File: src/rtl/uart_pkg.sv
// Shared definitions for the UART transmit path: arbiter state encoding,
// index-width helper and the default serializer word width.
package uart_pkg;

  localparam int unsigned UART_BITS = 32'd8;

  typedef enum logic [1:0] {
    IDLE      = 2'd0,
    ISSUE     = 2'd1,
    WAIT_DONE = 2'd2
  } arb_state_t;

  // Bits needed to hold values 0..n-1, never less than one.
  function automatic int unsigned idx_width(input int unsigned n);
    int unsigned w;
    w = 32'd1;
    while ((32'd1 << w) < n) begin
      w = w + 32'd1;
    end
    return w;
  endfunction

endpackage

File: src/rtl/rr_pick.sv
// Combinational round-robin selector: first valid index at or after the
// pointer, wrapping past the top requester back to zero.
module rr_pick
  import uart_pkg::*;
#(
  parameter int unsigned NUM_REQ = 32'd4,
  parameter int unsigned IW      = idx_width(NUM_REQ)
)(
  input  logic [NUM_REQ-1:0] i_valid,
  input  logic [IW-1:0]      i_rr_ptr,
  output logic [IW-1:0]      o_sel,
  output logic               o_any_valid
);

  logic [IW-1:0] w_idx;

  // Scan from the farthest offset down so the nearest valid index wins.
  always_comb begin
    o_sel       = '0;
    o_any_valid = 1'b0;
    w_idx       = '0;
    for (int k = NUM_REQ - 1; k >= 0; k--) begin
      w_idx       = IW'((32'(i_rr_ptr) + 32'(k)) % NUM_REQ);
      o_sel       = i_valid[w_idx] ? w_idx : o_sel;
      o_any_valid = o_any_valid | i_valid[w_idx];
    end
  end

endmodule

File: src/rtl/uart_tx_arbiter.sv
// Round-robin arbiter sharing one UART serializer between NUM_REQ producers,
// with a watchdog that abandons frames whose done pulse never arrives.
module uart_tx_arbiter
  import uart_pkg::*;
#(
  parameter int unsigned BITS    = UART_BITS,
  parameter int unsigned NUM_REQ = 32'd4,
  parameter int unsigned TIMEOUT = 32'd64
)(
  input  logic                          clk,
  input  logic                          rst,
  input  logic [NUM_REQ-1:0]            req_valid,
  input  logic [NUM_REQ*BITS-1:0]       req_data,
  output logic [NUM_REQ-1:0]            req_ready,
  output logic                          tx_en,
  output logic                          tx_start,
  output logic [BITS-1:0]               tx_data,
  input  logic                          tx_busy,
  input  logic                          tx_done,
  output logic [idx_width(NUM_REQ)-1:0] grant_id,
  output logic                          active,
  output logic                          timeout_err
);

  localparam int unsigned        IW       = idx_width(NUM_REQ);
  localparam int unsigned        WW       = idx_width(TIMEOUT + 32'd1);
  localparam logic [WW-1:0]      WD_LAST  = WW'(TIMEOUT - 32'd1);
  localparam logic [IW-1:0]      PTR_LAST = IW'(NUM_REQ - 32'd1);
  localparam logic [NUM_REQ-1:0] ONE_HOT0 = {{(NUM_REQ-1){1'b0}}, 1'b1};

  arb_state_t         r_state;
  logic [IW-1:0]      r_rr_ptr;
  logic [IW-1:0]      r_grant_id;
  logic [WW-1:0]      r_wd_cnt;
  logic [NUM_REQ-1:0] r_req_ready;
  logic               r_tx_en;
  logic               r_tx_start;
  logic [BITS-1:0]    r_tx_data;
  logic               r_active;
  logic               r_timeout_err;

  logic [BITS-1:0]    w_words [NUM_REQ];
  logic [IW-1:0]      w_sel;
  logic               w_any_valid;
  logic [IW-1:0]      w_ptr_next;
  logic [WW-1:0]      w_wd_next;
  logic               w_wd_expire;

  for (genvar g = 0; g < NUM_REQ; g++) begin : g_words
    assign w_words[g] = req_data[g*BITS +: BITS];
  end

  rr_pick #(
    .NUM_REQ (NUM_REQ),
    .IW      (IW)
  ) u_rr_pick (
    .i_valid     (req_valid),
    .i_rr_ptr    (r_rr_ptr),
    .o_sel       (w_sel),
    .o_any_valid (w_any_valid)
  );

  // Pointer advance past the current owner, saturating watchdog and expiry.
  always_comb begin
    w_ptr_next  = (r_grant_id == PTR_LAST) ? '0 : r_grant_id + IW'(1'b1);
    w_wd_next   = (r_wd_cnt == {WW{1'b1}}) ? r_wd_cnt : r_wd_cnt + WW'(1'b1);
    w_wd_expire = (r_wd_cnt == WD_LAST);
  end

  // Arbitration FSM, watchdog and registered serializer controls.
  always_ff @(posedge clk) begin
    if (rst) begin
      r_state       <= IDLE;
      r_rr_ptr      <= '0;
      r_grant_id    <= '0;
      r_wd_cnt      <= '0;
      r_req_ready   <= '0;
      r_tx_en       <= 1'b0;
      r_tx_start    <= 1'b0;
      r_tx_data     <= '0;
      r_active      <= 1'b0;
      r_timeout_err <= 1'b0;
    end else begin
      r_req_ready   <= '0;
      r_timeout_err <= 1'b0;
      case (r_state)
        IDLE: begin
          r_tx_en    <= 1'b0;
          r_tx_start <= 1'b0;
          r_wd_cnt   <= '0;
          if (w_any_valid) begin
            r_tx_data   <= w_words[w_sel];
            r_grant_id  <= w_sel;
            r_req_ready <= ONE_HOT0 << w_sel;
            r_active    <= 1'b1;
            r_state     <= ISSUE;
          end else begin
            r_active <= 1'b0;
          end
        end
        ISSUE: begin
          r_wd_cnt <= w_wd_next;
          if (w_wd_expire) begin
            r_timeout_err <= 1'b1;
            r_tx_en       <= 1'b0;
            r_tx_start    <= 1'b0;
            r_rr_ptr      <= w_ptr_next;
            r_active      <= 1'b0;
            r_state       <= IDLE;
          end else if (tx_busy) begin
            r_tx_en    <= 1'b1;
            r_tx_start <= 1'b0;
            r_state    <= WAIT_DONE;
          end else begin
            r_tx_en    <= 1'b1;
            r_tx_start <= 1'b1;
          end
        end
        WAIT_DONE: begin
          r_wd_cnt   <= w_wd_next;
          r_tx_start <= 1'b0;
          // A done landing on the expiry cycle still counts as a completed frame.
          if (tx_done) begin
            r_tx_en  <= 1'b0;
            r_rr_ptr <= w_ptr_next;
            r_active <= 1'b0;
            r_state  <= IDLE;
          end else if (w_wd_expire) begin
            r_timeout_err <= 1'b1;
            r_tx_en       <= 1'b0;
            r_rr_ptr      <= w_ptr_next;
            r_active      <= 1'b0;
            r_state       <= IDLE;
          end else begin
            r_tx_en <= 1'b1;
          end
        end
        default: begin
          r_tx_en    <= 1'b0;
          r_tx_start <= 1'b0;
          r_active   <= 1'b0;
          r_state    <= IDLE;
        end
      endcase
    end
  end

  assign req_ready   = r_req_ready;
  assign tx_en       = r_tx_en;
  assign tx_start    = r_tx_start;
  assign tx_data     = r_tx_data;
  assign grant_id    = r_grant_id;
  assign active      = r_active;
  assign timeout_err = r_timeout_err;

endmodule

File: config.mk
export PLATFORM = sky130hd
export DESIGN_NAME = uart_tx_arbiter
export DESIGN_NICKNAME = d
export VERILOG_FILES = /design/src/rtl/uart_pkg.sv /design/src/rtl/rr_pick.sv /design/src/rtl/uart_tx_arbiter.sv
export SDC_FILE = /design/constraint.sdc
export NUM_CORES = 1
export LEC_CHECK = 0
export ABC_AREA = 1
export CAP_MARGIN = 20
export CORE_MARGIN = 1
export CORE_UTILIZATION = 41
export CTS_BUF_LIST = sky130_fd_sc_hd__clkbuf_16
export DETAILED_ROUTE_END_ITERATION = 7
export PLACE_DENSITY = 0.8
export SKIP_CTS_REPAIR_TIMING = 1
export SYNTH_ARGS = -nofsm -noshare
export SYNTH_HDL_FRONTEND = slang
export SYNTH_HIERARCHICAL = 1
export SYNTH_SLANG_ARGS = --single-unit
File: constraint.sdc
create_clock -name clk -period 2.1 [get_ports clk]
set_clock_uncertainty 0.05 [all_clocks]
set_input_delay 0.63 -clock clk [delete_from_list [all_inputs] [get_ports clk]]
set_output_delay 0.63 -clock clk [all_outputs]
set_load 0.05 [all_outputs]
# Word-level counts from Yosys, hierarchy flattened
# Cells that the tools add are included.
# Widths: inputs -> output; s select.
dict set report totals {
  reg_bits 29
  latch_bits 0
  mem_bits_rw 0
  mem_bits_ro 0
  in_bits 40
  output_inout_bits 18
  wordCells 84
  n_memories 0
}
dict set report op_classes {
  add_sub_neg 5
  multipliers 0
  div_mod_pow 0
  magnitude_cmp 5
  eq_ne 9
  n_shift 1
  mux 38
  n_bitwise 7
  n_reduce_logical 9
}
# operator count
set op_table {}
lappend op_table {{$mux 2} 12}
lappend op_table {{$bmux 8 s2} 1}
lappend op_table {{$mux 8} 2}
lappend op_table {{$pmux 7 s2} 1}
lappend op_table {{$lt 2x3->1 const B} 4}
lappend op_table {{$mux 1} 12}
lappend op_table {{$bmux 1 s2} 4}
lappend op_table {{$add 7x1->7 const B} 1}
lappend op_table {{$eq 7x6->1 const B} 1}
lappend op_table {{$eq 7x7->1 const B} 1}
lappend op_table {{$mux 7} 1}
lappend op_table {{$ne 3x3->1 const B} 2}
lappend op_table {{$pmux 2 s3} 1}
lappend op_table {{$reduce_or 3->1} 2}
lappend op_table {{$add 2x1->2 const B} 2}
lappend op_table {{$add 2x2->2 const B} 2}
lappend op_table {{$eq 2x2->1 const B} 2}
lappend op_table {{$pmux 1 s2} 2}
lappend op_table {{$pmux 2 s2} 1}
lappend op_table {{$reduce_and 2->1} 2}
lappend op_table {{$reduce_bool 2->1} 2}
lappend op_table {{$shl 1x2->4 const A} 1}
lappend op_table {{$ge 3x3->1 const B} 1}
lappend op_table {{$not 1->1} 3}
lappend op_table {{other kinds (9)} 11}

# Logic depth before layout (Yosys ltp)
# Gate-level depths: netlist (run 1).
dict set report depth {
  depth_word 11
  depth_mapped 16
  ltp_nobuf 15
}

# Modules after synthesis
# Netlist (run 1), hierarchy kept.
# mod n_inst cells_each area_each_um2 seq_area_each_um2
set modules_own_cells {}
lappend modules_own_cells {uart_tx_arbiter 1 222 1512.7 580.6}
lappend modules_own_cells {rr_pick 1 46 212.7 0.0}

# Worst setup path before layout (run 1)
# Ideal clock, no wire load.
dict set report synth_path {
  kind {input port to flip-flop}
  from {input port req_valid[3]}
  to {register r_tx_data[1] (netlist: tx_data[1])}
  setup_time_ns 0.116
  arrival_ns 1.896
  t_required_ns 1.934
  path_slack_ns 0.039
  cell_stages 15
  n_path_buf 2
  path_cell_list {inv_1 > nand2_2 > and2_4 > nand2_2 > nand2_2 > clkinv_2 > nand3_1 > nand2_1 > buf_2 > inv_2 > buf_2 > nor2_1 > o21ai_1 > o21ai_0 > inv_1}
}
dict set report synth_via {
  elab_chain_len 10
  word_cells_on_any_way 20
  cone_classes {mux (15); bitwise (4); reduce/logical (1)}
}
# item line_no
set synth_lines {}
lappend synth_lines {{from (decl)} uart_tx_arbiter.sv:12} ;# input logic [NUM_REQ-1:0] req_valid,
lappend synth_lines {{$bmux 1 s2} rr_pick.sv:24} ;# o_sel = i_valid[w_idx] ? w_idx : o_sel;
lappend synth_lines {{$mux 1 (implied by the code)} rr_pick.sv:24}
lappend synth_lines {{$mux 2 (3 in a row)} rr_pick.sv:24}
lappend synth_lines {{$mux 2 *} rr_pick.sv:24}
lappend synth_lines {{net w_sel[0]} uart_tx_arbiter.sv:43} ;# logic [IW-1:0] w_sel;
lappend synth_lines {{$not 2->3 (implied by the code) *} uart_tx_arbiter.sv:92} ;# r_tx_data <= w_words[w_sel];
lappend synth_lines {{$bmux 8 s2 *} uart_tx_arbiter.sv:92}
lappend synth_lines {{$mux 8 (implied by the code) * (2 in a row)} uart_tx_arbiter.sv:92}
lappend synth_lines {{to (signal assigned)} uart_tx_arbiter.sv:92}
lappend synth_lines {{to (decl)} uart_tx_arbiter.sv:38} ;# logic [BITS-1:0] r_tx_data;
# Mark *: on every way through the listed nets, which the timed path passes. The rest lies on a longest branch. The select of a mux whose other input is x is not followed.
# A chain may end at the register's enable or synchronous reset.

# Worst setup path after layout (run 1)
dict set report layout_path {
  from {input port req_valid[2]}
  to {register r_tx_data[5] (netlist: tx_data[5])}
}
# The elaborated chain is that of the path after synthesis.

==> impl_metrics.py, run 1 <==
metrics = {
    "worst_setup_path": {
        "critPathKind": "in -> reg",
        "slowest_delay_ns": 0.21,
        "start_kind": "input pin",
        "path_max_fanout": 8,
        "slowest_stage": "o21ai_0",
        "r2r_cells": 13,
        "regToRegSetupSlack_ns": 0.07,
        "critPathMostFrequentCell": "nand2_2",
        "reg2reg_from": "r_rr_ptr[0]$_SDFFE_PP0N_",
        "crit_chain": "dlymetal6s2s_1 -> inv_1 -> nand2_2 -> and2_4 -> nand2_4 -> nand2_2 -> clkinv_2 -> nand2_1 -> nand2_2 -> nand2_4 -> clkbuf_16 -> o21ai_0 -> o21ai_1 -> o21ai_0 -> inv_1",
        "cp-end-kind": "flip-flop",
        "crit_arrival_ns": 2.14,
        "r2r-end": "tx_data[5]$_SDFFE_PP0N_",
        "critPathRequiredTime_ns": 2.21,
    },
    "cts": {
        "clk_pin_slew_ns": 0.04,
        "cts_inserted_buffers": 5,
        "cts_tree": "built",
        "cts_max_level": 2,
        "clockBufferDepth": 2,
        "worst_skew_pair.late_latency_ns": 0.27,
        "cts_sinks": 29,
        "cts_root_buf": "clkbuf_16",
    },
    "global_routing": {
        "grt_pass1_vias": 1775,
        "track_usage": 0.216,
        "grt-ovfl-total": 0,
        "antenna_found_initial": 0,
        "grt_pass1_wl_um": 7360,
        "grt_max_degree": 18,
    },
    "yosys": {
        "synthArstFlopShare": 0,
        "yosys-top-cells-count": "nor2_1, nand2_1, dfxtp_1",
        "syn-instance-count": 268,
        "ys_ff_latch": 29,
        "syn_nets": 315,
        "yosysTopAreaCell": "dfxtp_1",
        "syn_area_per_cell_um2": 6.44,
        "ys_dominant_reg_cell": "dfxtp_1",
        "seq_area_frac_synth": 0.336,
        "synth_area_leaders": "dfxtp_1, nor2_1, nand2_1",
        "ys_types": 27,
        "synth-edff-count": 0,
        "syn-cell-area_um2": 1730,
        "synth_most_common_cell": "nor2_1",
        "yosys_warnings": 6,
        "synth_top_area_frac": 0.336,
    },
    "hold_path": {
        "worst_hold_path.endpoint": "r_wd_cnt[6]$_SDFFE_PP0P_",
        "min_path_type": "reg -> reg",
        "worstHoldStart": "r_wd_cnt[6]$_SDFFE_PP0P_",
        "hold_depth": 2,
    },
    "routing": {
        "drt-wirelength-per-cell_um": 12.2,
        "antenna_left": 0,
        "wirelength_um": 4730,
        "drt-initial-drc-count": 74,
        "via_count": 1905,
        "drc": 0,
        "vias_per_cell": 4.91,
        "firstDrtPassIters": 5,
    },
    "placed_design": {
        "gp_congestion": 0.817,
        "place_ws_ns": -0.464,
        "dp.final_hpwl_um": 3230,
        "portBuffers": 57,
    },
    "sta": {
        "max_freq_ghz": 0.491,
        "post-route-period-util": 0.970,
        "whs_ns": 0.435,
        "drv_slew": 0,
        "fin_crit_ns": 2.04,
        "worst_pin_slew_ns": 0.383,
        "finalHoldViolations": 0,
        "setup_viol": 0,
        "relSlewSlack": 0.744,
        "setup_ws_ns": 0.0636,
    },
    "layout": {
        "fill_cells": 354,
        "drive_gt1_frac": 0.222,
        "syn_to_final_growth_pct": 53.3,
        "finalNetCount": 386,
        "diodes": 0,
        "final_util": 0.657,
    },
    "floorplanning": {
        "ios": 58,
        "die_w_um": 66.9,
        "core_area_um2": 4030,
        "fp.dieArea_um2": 4470,
        "rows": 23,
        "chipHeight_um": 66.9,
        "start_util": 0.428,
    },
    "power": {
        "p_sw_mw": 1.31,
        "power_density_nw_per_um2": 1140,
        "clockPowerShare": 0.212,
        "ir_worst_vdd_uv": 717,
        "seqPwrFrac": 0.258,
        "p_total_mw": 3.02,
        "p_int_mw": 1.70,
        "p_leak_nw": 1.31,
        "comb_power_share": 0.530,
        "p_sw_frac": 0.435,
    },
    "run": {
        "maxCapViolCount": 0,
    },
    "status": {
        "status": "finished, final reports clean",
    },
}
## critical path: cells and delay by family
kind            cells  cell delay [ns]
compound gates      3             0.48
buf+inv             5             0.46
simple gates        7             0.56
## logic make-up after synthesis
family,count (synthesis),synth area share
simple gates,138,0.355
compound gates,53,0.160
flops,29,0.336
buf+inv,41,0.0986
fa+ha+maj,7,0.0508
## layer usage
metal  wire [um]  global-route usage  vias up
met2        2390               0.384       40
li1            -                   -     1000
met3         170              0.0531        8
met1        2100               0.252      857
met4          73              0.0665        0
met5           0                   0        -
## layout by cell type, fill, tap and decap left out, types with 2 or more instances in the layout
cell type / instances
dlymetal6s2s_1: 4
inv_1: 23
o21ai_1: 20
buf_6: 2
inv_2: 6
nand3_2: 4
nand2_2: 11
nand2_1: 33
clkbuf_16: 7
a21oi_1: 11
clkdlybuf4s50_1: 35
nand3b_1: 2
nor2_1: 63
clkinv_2: 2
buf_4: 29
dfxtp_1: 29
nand3_1: 13
nand2_4: 4
nand4_1: 2
o21ai_0: 17
nor2_2: 3
ha_1: 7
## worst max-delay path by stage
| stage | from | end | slack (ns) | cells after the start |
|---|---|---|---|---|
| floorplan | req_valid[3] | tx_data[1]$_SDFFE_PP0N_ | 0.04 | 15 |
| global placement | req_valid[2] | tx_data[4]$_SDFFE_PP0N_ | -0.44 | 14 |
| detailed placement | req_valid[2] | tx_data[4]$_SDFFE_PP0N_ | -0.46 | 16 |
| CTS | req_valid[2] | tx_data[4]$_SDFFE_PP0N_ | -0.22 | 16 |
| global route | r_rr_ptr[0]$_SDFFE_PP0N_ | tx_data[3]$_SDFFE_PP0N_ | -0.05 | 15 |
| finish | req_valid[2] | tx_data[5]$_SDFFE_PP0N_ | 0.06 | 15 |
## flip-flops by register name (all words and copies together) (netlist names)
name / flops
tx_data: 8
tx_en: 1
req_ready: 4
active: 1
tx_start: 1
timeout_err: 1
r_wd_cnt: 7
r_rr_ptr: 2
grant_id: 2
r_state: 2
## power groups by stage
stage | clock network, mW | registers [mW] | logic [mW]
final | 0.639 | 0.779 | 1.60
after global placement | 0 | 0.783 | 1.47
after detailed placement | 0 | 0.784 | 1.49
after floorplan | 0 | 1.11 | 0.674
after CTS | 0.654 | 0.776 | 1.50
after global routing | 0.687 | 0.796 | 1.75
## through the flow
stage / std cells / TNS (ns) / area [um2]
after CTS: 386 / -1.22 / 2510
after floorplan: 268 / 0 / 1730
after detailed placement: 380 / -4.83 / 2380
after global placement: 380 / -4.54 / 2380
after global routing: 388 / -0.173 / 2650
final: 388 / 0 / 2650
## layout make-up
| class | instances | area, um2 | share of cell area |
|---|---|---|---|
| multi-input combinational | 198 | 1040 | 0.392 |
| timing repair buffer | 73 | 711 | 0.269 |
| sequential | 29 | 581 | 0.219 |
| clock buffer | 5 | 125 | 0.0473 |
| inverter | 32 | 124 | 0.0468 |
| tap | 50 | 62.6 | 0.0237 |
| clock inverter | 1 | 5.00 | 0.00189 |
Note: power is estimated with default switching activity, not from simulation.
==> inputs of run 2 (changes only) <==
- CAP_MARGIN: 20 -> 10
==> results of run 2 <==
No change in the layout: final DEF, timing and power equal those of run 1.
